## src/rtl/decode_queue_pkg.sv

```systemverilog
// rtl/decode_queue_pkg.sv - shared types for the RV32 decode queue: op classes, opcodes, micro-op struct
package decode_pkg;

  typedef enum logic [3:0] {
    CL_LUI      = 4'd0,
    CL_AUIPC    = 4'd1,
    CL_JAL      = 4'd2,
    CL_JALR     = 4'd3,
    CL_BRANCH   = 4'd4,
    CL_LOAD     = 4'd5,
    CL_STORE    = 4'd6,
    CL_OP_IMM   = 4'd7,
    CL_OP       = 4'd8,
    CL_MISC_MEM = 4'd9,
    CL_SYSTEM   = 4'd10,
    CL_MULDIV   = 4'd11,
    CL_ILLEGAL  = 4'd12
  } dq_class_e;

  // Major opcodes are instr[6:2]; instr[1:0] must be 2'b11 separately.
  localparam logic [4:0] OPC_LOAD     = 5'b00000;
  localparam logic [4:0] OPC_MISC_MEM = 5'b00011;
  localparam logic [4:0] OPC_OP_IMM   = 5'b00100;
  localparam logic [4:0] OPC_AUIPC    = 5'b00101;
  localparam logic [4:0] OPC_STORE    = 5'b01000;
  localparam logic [4:0] OPC_OP       = 5'b01100;
  localparam logic [4:0] OPC_LUI      = 5'b01101;
  localparam logic [4:0] OPC_BRANCH   = 5'b11000;
  localparam logic [4:0] OPC_JALR     = 5'b11001;
  localparam logic [4:0] OPC_JAL      = 5'b11011;
  localparam logic [4:0] OPC_SYSTEM   = 5'b11100;

  typedef struct packed {
    dq_class_e   cls;
    logic [2:0]  funct3;
    logic        alt;
    logic [4:0]  rd;
    logic [4:0]  rs1;
    logic [4:0]  rs2;
    logic [31:0] imm;
    logic        wr_valid;
    logic        illegal;
    logic [31:0] pc;
  } dq_uop_t;

endpackage

```

## src/rtl/decode_queue_if.sv

```systemverilog
// rtl/decode_queue_if.sv - fetch-side and issue-side handshakes of the decode queue
interface decode_queue_if;
  import decode_pkg::*;

  logic        in_valid;
  logic        in_ready;
  logic [31:0] in_instr;
  logic [31:0] in_pc;

  logic        out_valid;
  logic        out_ready;
  dq_class_e   out_class;
  logic [2:0]  out_funct3;
  logic        out_alt;
  logic [4:0]  out_rd;
  logic [4:0]  out_rs1;
  logic [4:0]  out_rs2;
  logic [31:0] out_imm;
  logic        out_wr_valid;
  logic        out_illegal;
  logic [31:0] out_pc;

  modport master (
    output in_valid, in_instr, in_pc, out_ready,
    input  in_ready, out_valid, out_class, out_funct3, out_alt, out_rd, out_rs1,
           out_rs2, out_imm, out_wr_valid, out_illegal, out_pc
  );

  modport slave (
    input  in_valid, in_instr, in_pc, out_ready,
    output in_ready, out_valid, out_class, out_funct3, out_alt, out_rd, out_rs1,
           out_rs2, out_imm, out_wr_valid, out_illegal, out_pc
  );

endinterface

```

## src/rtl/decode_queue_decode.sv

```systemverilog
// rtl/decode_queue_decode.sv - combinational RV32I decoder (RV32M when DECODE_RV32M_EN is defined)
module rv32_decode_comb
  import decode_pkg::*;
(
  input  logic [31:0] instr,
  output dq_uop_t     uop
);

  logic [4:0]  opc;
  logic [2:0]  f3;
  logic [6:0]  f7;
  logic [4:0]  rd;
  logic [4:0]  rs1;
  logic [31:0] imm_i, imm_s, imm_b, imm_u, imm_j, imm_sh;
  dq_class_e   cls;
  logic        legal;
  logic        writes;
  logic        alt;
  logic [31:0] imm;

  assign opc    = instr[6:2];
  assign f3     = instr[14:12];
  assign f7     = instr[31:25];
  assign rd     = instr[11:7];
  assign rs1    = instr[19:15];
  assign imm_i  = {{20{instr[31]}}, instr[31:20]};
  assign imm_s  = {{20{instr[31]}}, instr[31:25], instr[11:7]};
  assign imm_b  = {{19{instr[31]}}, instr[31], instr[7], instr[30:25], instr[11:8], 1'b0};
  assign imm_u  = {instr[31:12], 12'b0};
  assign imm_j  = {{11{instr[31]}}, instr[31], instr[19:12], instr[20], instr[30:21], 1'b0};
  assign imm_sh = {27'b0, instr[24:20]};

  always_comb begin
    cls    = CL_ILLEGAL;
    legal  = 1'b0;
    writes = 1'b0;
    alt    = 1'b0;
    imm    = '0;
    if (instr[1:0] == 2'b11) begin
      case (opc)
        OPC_LUI:   begin cls = CL_LUI;   legal = 1'b1; writes = 1'b1; imm = imm_u; end
        OPC_AUIPC: begin cls = CL_AUIPC; legal = 1'b1; writes = 1'b1; imm = imm_u; end
        OPC_JAL:   begin cls = CL_JAL;   legal = 1'b1; writes = 1'b1; imm = imm_j; end
        OPC_JALR:  begin cls = CL_JALR;  legal = (f3 == 3'b000); writes = 1'b1; imm = imm_i; end
        OPC_BRANCH: begin
          cls   = CL_BRANCH;
          legal = (f3 != 3'b010) && (f3 != 3'b011);
          imm   = imm_b;
        end
        OPC_LOAD: begin
          cls    = CL_LOAD;
          legal  = (f3 != 3'b011) && (f3 != 3'b110) && (f3 != 3'b111);
          writes = 1'b1;
          imm    = imm_i;
        end
        OPC_STORE: begin cls = CL_STORE; legal = (f3 < 3'b011); imm = imm_s; end
        OPC_OP_IMM: begin
          cls    = CL_OP_IMM;
          writes = 1'b1;
          if (f3 == 3'b001) begin
            legal = (f7 == 7'h00);
            imm   = imm_sh;
            alt   = instr[30];
          end else if (f3 == 3'b101) begin
            legal = (f7 == 7'h00) || (f7 == 7'h20);
            imm   = imm_sh;
            alt   = instr[30];
          end else begin
            legal = 1'b1;
            imm   = imm_i;
          end
        end
        OPC_OP: begin
          writes = 1'b1;
          alt    = instr[30];
          if (f7 == 7'h00) begin
            cls   = CL_OP;
            legal = 1'b1;
          end else if (f7 == 7'h20) begin
            cls   = CL_OP;
            legal = (f3 == 3'b000) || (f3 == 3'b101);
`ifdef DECODE_RV32M_EN
          end else if (f7 == 7'h01) begin
            cls   = CL_MULDIV;
            legal = 1'b1;
`endif
          end
        end
        OPC_MISC_MEM: begin cls = CL_MISC_MEM; legal = (f3 == 3'b000) || (f3 == 3'b001); end
        OPC_SYSTEM: begin
          cls = CL_SYSTEM;
          imm = imm_i;
          // funct3=000 only admits ECALL/EBREAK; the CSR forms write rd.
          if (f3 == 3'b000) begin
            legal = (instr[31:21] == 11'd0) && (rd == 5'd0) && (rs1 == 5'd0);
          end else begin
            legal  = (f3 != 3'b100);
            writes = 1'b1;
          end
        end
        default: ;
      endcase
    end
  end

  always_comb begin
    uop          = '0;
    uop.cls      = legal ? cls : CL_ILLEGAL;
    uop.funct3   = f3;
    uop.alt      = legal & alt;
    uop.rd       = rd;
    uop.rs1      = rs1;
    uop.rs2      = instr[24:20];
    uop.imm      = legal ? imm : 32'd0;
    uop.wr_valid = legal & writes & (rd != 5'd0);
    uop.illegal  = ~legal;
  end

endmodule

```

## src/rtl/decode_queue.sv

```systemverilog
// rtl/decode_queue.sv - decode stage with a DEPTH-entry micro-op FIFO, flush and illegal counter (option: DECODE_RV32M_EN)
module decode_queue
  import decode_pkg::*;
#(
  parameter int DEPTH = 4,
  parameter int CNT_W = 16
) (
  input  logic             clk,
  input  logic             rst,
  input  logic             flush,
  decode_queue_if.slave    io,
  output logic [CNT_W-1:0] illegal_cnt
);

  localparam int PW = $clog2(DEPTH);
  localparam logic [PW:0] FULL = (PW+1)'(DEPTH);

  dq_uop_t       dec_uop;
  dq_uop_t       wr_uop;
  dq_uop_t       head_uop;
  dq_uop_t       mem [DEPTH];
  logic [PW-1:0] head;
  logic [PW-1:0] tail;
  logic [PW:0]   count;
  logic          push;
  logic          pop;

  rv32_decode_comb u_decode (
    .instr (io.in_instr),
    .uop   (dec_uop)
  );

  always_comb begin
    wr_uop    = dec_uop;
    wr_uop.pc = io.in_pc;
  end

  // Readiness looks only at the registered count, so a pop never frees a slot for the same cycle.
  assign io.in_ready  = (count < FULL);
  assign io.out_valid = (count != '0);
  assign push = io.in_valid & io.in_ready & ~flush;
  assign pop  = io.out_valid & io.out_ready & ~flush;

  always_ff @(posedge clk) begin
    if (rst) begin
      head        <= '0;
      tail        <= '0;
      count       <= '0;
      illegal_cnt <= '0;
    end else if (flush) begin
      head  <= '0;
      tail  <= '0;
      count <= '0;
    end else begin
      if (push) tail <= tail + 1'b1;
      if (pop)  head <= head + 1'b1;
      count <= count + (PW+1)'(push) - (PW+1)'(pop);
      if (push && dec_uop.illegal && (illegal_cnt != '1)) illegal_cnt <= illegal_cnt + 1'b1;
    end
  end

  always_ff @(posedge clk) begin
    if (push) mem[tail] <= wr_uop;
  end

  assign head_uop        = mem[head];
  assign io.out_class    = head_uop.cls;
  assign io.out_funct3   = head_uop.funct3;
  assign io.out_alt      = head_uop.alt;
  assign io.out_rd       = head_uop.rd;
  assign io.out_rs1      = head_uop.rs1;
  assign io.out_rs2      = head_uop.rs2;
  assign io.out_imm      = head_uop.imm;
  assign io.out_wr_valid = head_uop.wr_valid;
  assign io.out_illegal  = head_uop.illegal;
  assign io.out_pc       = head_uop.pc;

endmodule

```

## src/flat_wrapper.sv

```systemverilog
// flat-port wrapper written by rule: the top's interface ports become plain ports
module decode_queue_flat import decode_pkg::*;
#(
  parameter int DEPTH = 4,
  parameter int CNT_W = 16
)
  (clk, rst, flush, illegal_cnt, io_in_valid, io_in_instr, io_in_pc, io_out_ready, io_in_ready, io_out_valid, io_out_class, io_out_funct3, io_out_alt, io_out_rd, io_out_rs1, io_out_rs2, io_out_imm, io_out_wr_valid, io_out_illegal, io_out_pc);
  decode_queue_if io_i ();
  input  logic clk;
  input  logic rst;
  input  logic flush;
  output logic [CNT_W-1:0] illegal_cnt;
  input wire logic [$bits(io_i.in_valid)-1:0] io_in_valid;
  input wire logic [$bits(io_i.in_instr)-1:0] io_in_instr;
  input wire logic [$bits(io_i.in_pc)-1:0] io_in_pc;
  input wire logic [$bits(io_i.out_ready)-1:0] io_out_ready;
  output wire logic [$bits(io_i.in_ready)-1:0] io_in_ready;
  output wire logic [$bits(io_i.out_valid)-1:0] io_out_valid;
  output wire logic [$bits(io_i.out_class)-1:0] io_out_class;
  output wire logic [$bits(io_i.out_funct3)-1:0] io_out_funct3;
  output wire logic [$bits(io_i.out_alt)-1:0] io_out_alt;
  output wire logic [$bits(io_i.out_rd)-1:0] io_out_rd;
  output wire logic [$bits(io_i.out_rs1)-1:0] io_out_rs1;
  output wire logic [$bits(io_i.out_rs2)-1:0] io_out_rs2;
  output wire logic [$bits(io_i.out_imm)-1:0] io_out_imm;
  output wire logic [$bits(io_i.out_wr_valid)-1:0] io_out_wr_valid;
  output wire logic [$bits(io_i.out_illegal)-1:0] io_out_illegal;
  output wire logic [$bits(io_i.out_pc)-1:0] io_out_pc;
  assign io_i.in_valid = io_in_valid;
  assign io_i.in_instr = io_in_instr;
  assign io_i.in_pc = io_in_pc;
  assign io_i.out_ready = io_out_ready;
  assign io_in_ready = io_i.in_ready;
  assign io_out_valid = io_i.out_valid;
  assign io_out_class = io_i.out_class;
  assign io_out_funct3 = io_i.out_funct3;
  assign io_out_alt = io_i.out_alt;
  assign io_out_rd = io_i.out_rd;
  assign io_out_rs1 = io_i.out_rs1;
  assign io_out_rs2 = io_i.out_rs2;
  assign io_out_imm = io_i.out_imm;
  assign io_out_wr_valid = io_i.out_wr_valid;
  assign io_out_illegal = io_i.out_illegal;
  assign io_out_pc = io_i.out_pc;
  decode_queue #(.DEPTH(DEPTH), .CNT_W(CNT_W)) u_core (.clk(clk), .rst(rst), .flush(flush), .io(io_i), .illegal_cnt(illegal_cnt));
endmodule
```

## config.mk

```make
export PLATFORM = sky130hd
export DESIGN_NAME = decode_queue_flat
export DESIGN_NICKNAME = d
export VERILOG_FILES = /design/src/rtl/decode_queue_pkg.sv /design/src/rtl/decode_queue_if.sv /design/src/rtl/decode_queue_decode.sv /design/src/rtl/decode_queue.sv /design/src/flat_wrapper.sv
export SDC_FILE = /design/constraint.sdc
export NUM_CORES = 1
export LEC_CHECK = 0
export CORE_MARGIN = 2
export CORE_UTILIZATION = 30
export DETAILED_ROUTE_END_ITERATION = 8
export DONT_BUFFER_PORTS = 1
export HOLD_SLACK_MARGIN = 0.05
export PLACE_DENSITY_LB_ADDON = 0.05
export SYNTH_ARGS = -nofsm -noshare
export SYNTH_HDL_FRONTEND = slang
export SYNTH_SLANG_ARGS = --single-unit
```

## constraint.sdc

```tcl
create_clock -name clk -period 5.65 [get_ports clk]
set_input_delay 1.13 -clock clk [delete_from_list [all_inputs] [get_ports clk]]
set_output_delay 1.13 -clock clk [all_outputs]
set_load 0.1 [all_outputs]
```

==> run metrics <==
run status completed; total DRC errors in the routed layout 0; worst IR drop on VDD 195 µV; number of maximum-capacitance violations 0; final worst-path setup slack 1740 ps; count of standard-cell rows 81; global router's overall resource usage 14.0%; number of warnings issued by yosys 0; Post-DP HPWL 22200 µm; Filler Cells Inserted 4608; post-placement cell area 0.0157 mm²; register bit count reported by yosys 381; nets in the synthesized netlist 860; count of endpoints failing hold in the final timing report 0; Power Dens Cells 372 mW/mm²; number of cells produced by synthesis 783; maximum single-stage delay on the critical path 880 ps; Die H 228 µm; fmax 256 MHz; relative contribution of combinational cells to total power 6.5%; Area Overhead vs Synth 14.8%; number of distinct library cells after synthesis 57; FF/Latch Area 0.0112 mm²; average footprint of a synthesized cell 19.2 µm²; diodes inserted 0; Hold Buf Count CTS 0; Clk network pwr share 44.5%; maximum fanout count along the critical path 65; P_leak 5.09 nW; register area share after synthesis 74.6%; x dimension of the die 228 µm; net count reported at finish 876; post-synth design cell area 0.0150 mm²; Routed wire per std cell 24.0 µm; overall overflow remaining after global route 0; wire length of the first global-routing pass 52400 µm; buffer depth of the longest clock path 3; part of the cycle the worst path needs 69.3%; fraction of final layout cells with drive strength greater than 1 21.8%; floorplan die area 0.0518 mm²; port bufs 0; Clock Pin Slew Worst Setup and Hold Paths 50 ps; category of the worst setup path launch point flip-flop; aggregate routed wire length 35900 µm; count of flip-flops with a built-in enable after synthesis 356; setup repair after global routing missed its margin false; total number of vias 7305; Post CTS Setup Buffer Count 0; slew at the pin with the worst max-slew slack 1130 ps; first-pass iteration count of the detailed router 4; Multi-input gate area 0.00357 mm²; Final Hold Slack 527 ps; ordered list of cells on the worst path buf_12 > mux4_2; final sum of negative setup slack 0 ps; critical setup path kind flip-flop to output port; number of nets with antenna violations after routing 0; Clock Root Buffer clkbuf_16; CP max-delay cell mux4_2; DRC violation total after the first TritonRoute iteration 445; CTS Sinks 381; switching share of total power 23.1%; internal power consumption 4.92 mW; total net switching power 1.48 mW; capturing element type of the critical path output port; Worst EP arrival 2780 ps; most common cell after layout, fill and taps aside edfxtp_1; Synth async-reset ratio 0%; Worst-Skew Late Latency 560 ps; CTS tree yes; clock buffer count from CTS 46; final-report max-slew violation count 0; number of resized instances in the post-cts repair step 0; final non-filler cell area 0.0172 mm²; type of the worst min-delay path flip-flop to flip-flop; standard cell core area 0.0492 mm²; Initial Utilization 30.5%; number of ports placed on the die boundary 176; gp weighted congestion 0.769; initial antenna violation count 1; sequential share of power 49.0%; required arrival time at the worst endpoint 4520 ps; Post-Route Skew 17.9 ps; Clock H-tree levels 2; most frequent cells in the layout edfxtp_1, mux4_2, clkbuf_16, a21oi_1; Relative slew margins 24.8%; DR vias/cell 4.88; setup slack after placement 1800 ps; number of global-route vias before repair 7828; final setup vio count 0; clock period minus worst slack 3910 ps; most used flip-flop cell after synthesis edfxtp_1; largest net degree at the start of global routing 66
## final cells by class
| cell class | instances | area share [%] |
|---|---|---|
| flip-flops and latches | 381 | 65.0 |
| clock buffers | 54 | 6.98 |
| repair buffers | 11 | 0.625 |
| clock inverters | 29 | 1.56 |
| multi-input cells | 347 | 20.7 |
| inverters | 12 | 0.262 |
| well taps | 664 | 4.82 |
## registers in the layout, summed over array words and instances, names as in the netlist, named ones only
signal and cells:
u_core.illegal_cnt 16, u_core.mem 356, u_core.tail 2, u_core.head 2, u_core.count 3
## stage by stage
step           cells  util (%)  power [mW]
6_report        1498      35.0        6.40
5_1_grt         1498      35.0        6.62
3_5_place_dp    1415      32.0        3.62
4_1_cts         1498      35.0        6.51
3_3_place_gp    1415      32.0        3.62
2_1_floorplan    783         -        3.58
## power by group through the flow
stage / sequential [mW] / clock, mW / combinational, mW
final: 3.14 / 2.85 / 0.416
after global routing: 3.14 / 3.05 / 0.433
after CTS: 3.14 / 2.94 / 0.424
after detailed placement: 3.20 / 0 / 0.423
after global placement: 3.19 / 0 / 0.422
after floorplan: 3.19 / 0 / 0.382
## Yosys cell counts (all sizes together), types with 2 or more instances
cell    number  area share, %
a22oi        6           0.30
a21oi       44            1.6
nor2b        6           0.27
buf         22           0.92
clkbuf      21           0.53
nor3         5           0.17
o31ai        5           0.25
or4          7           0.35
and3b        2           0.12
a21o         2           0.10
xnor2        5           0.29
o211ai       2           0.10
o21a         2           0.10
nor4b        2           0.16
nand2       34           0.85
or3          9           0.38
edfxtp     356             71
nand3b       2           0.10
mux4        89             13
nor4         3           0.13
and2        13           0.54
o22ai        4           0.17
and4         2           0.12
o21ai       16           0.56
inv         11           0.28
nand2b       7           0.34
nand3       10           0.33
ha           7           0.58
nor3b        2           0.10
dfxtp       25            3.3
and3         7           0.29
or2          4           0.17
xor2         4           0.23
nor2        34           0.85
## layer usage
metal  up-vias  part of all wire, %  global-route usage, %
met3        57                  7.7                   4.65
li1       3202                    -                      -
met5         -                    0                      0
met2       198                   50                   23.9
met1      3848                   40                   16.8
met4         0                  2.1                   4.72
## logic make-up (layout without fill, tap and decap cells)
logic type / after synthesis / after routing / synth area share [%]
buf+inv: 55 / 106 / 1.74
mux: 91 / 91 / 13.5
flops: 381 / 381 / 74.6
simple gates: 151 / 151 / 5.36
fa+ha+maj: 8 / 8 / 0.717
xor+xnor: 9 / 9 / 0.525
compound gates: 88 / 88 / 3.56
## worst max-delay path: cells and delay by family, from the launching register on
kind	cells	cell delay, ps
flip-flops	1	720
buffers and inverters	1	520
multiplexers	1	880
## final timing paths
| kind | to | cells past startpoint | from | slack (ps) |
|---|---|---|---|---|
| worst max-delay path | io_out_imm[13] | 2 | flip-flop | 1740 |
| worst min-delay path | u_core.head[1] | 2 | u_core.head[1] | 530 |
| worst max register to register | u_core.illegal_cnt[15] | 7 | u_core.illegal_cnt[3] | 2490 |
| worst min register to register | u_core.head[1] | 2 | u_core.head[1] | 530 |
Power figures use the tool's default switching activity.
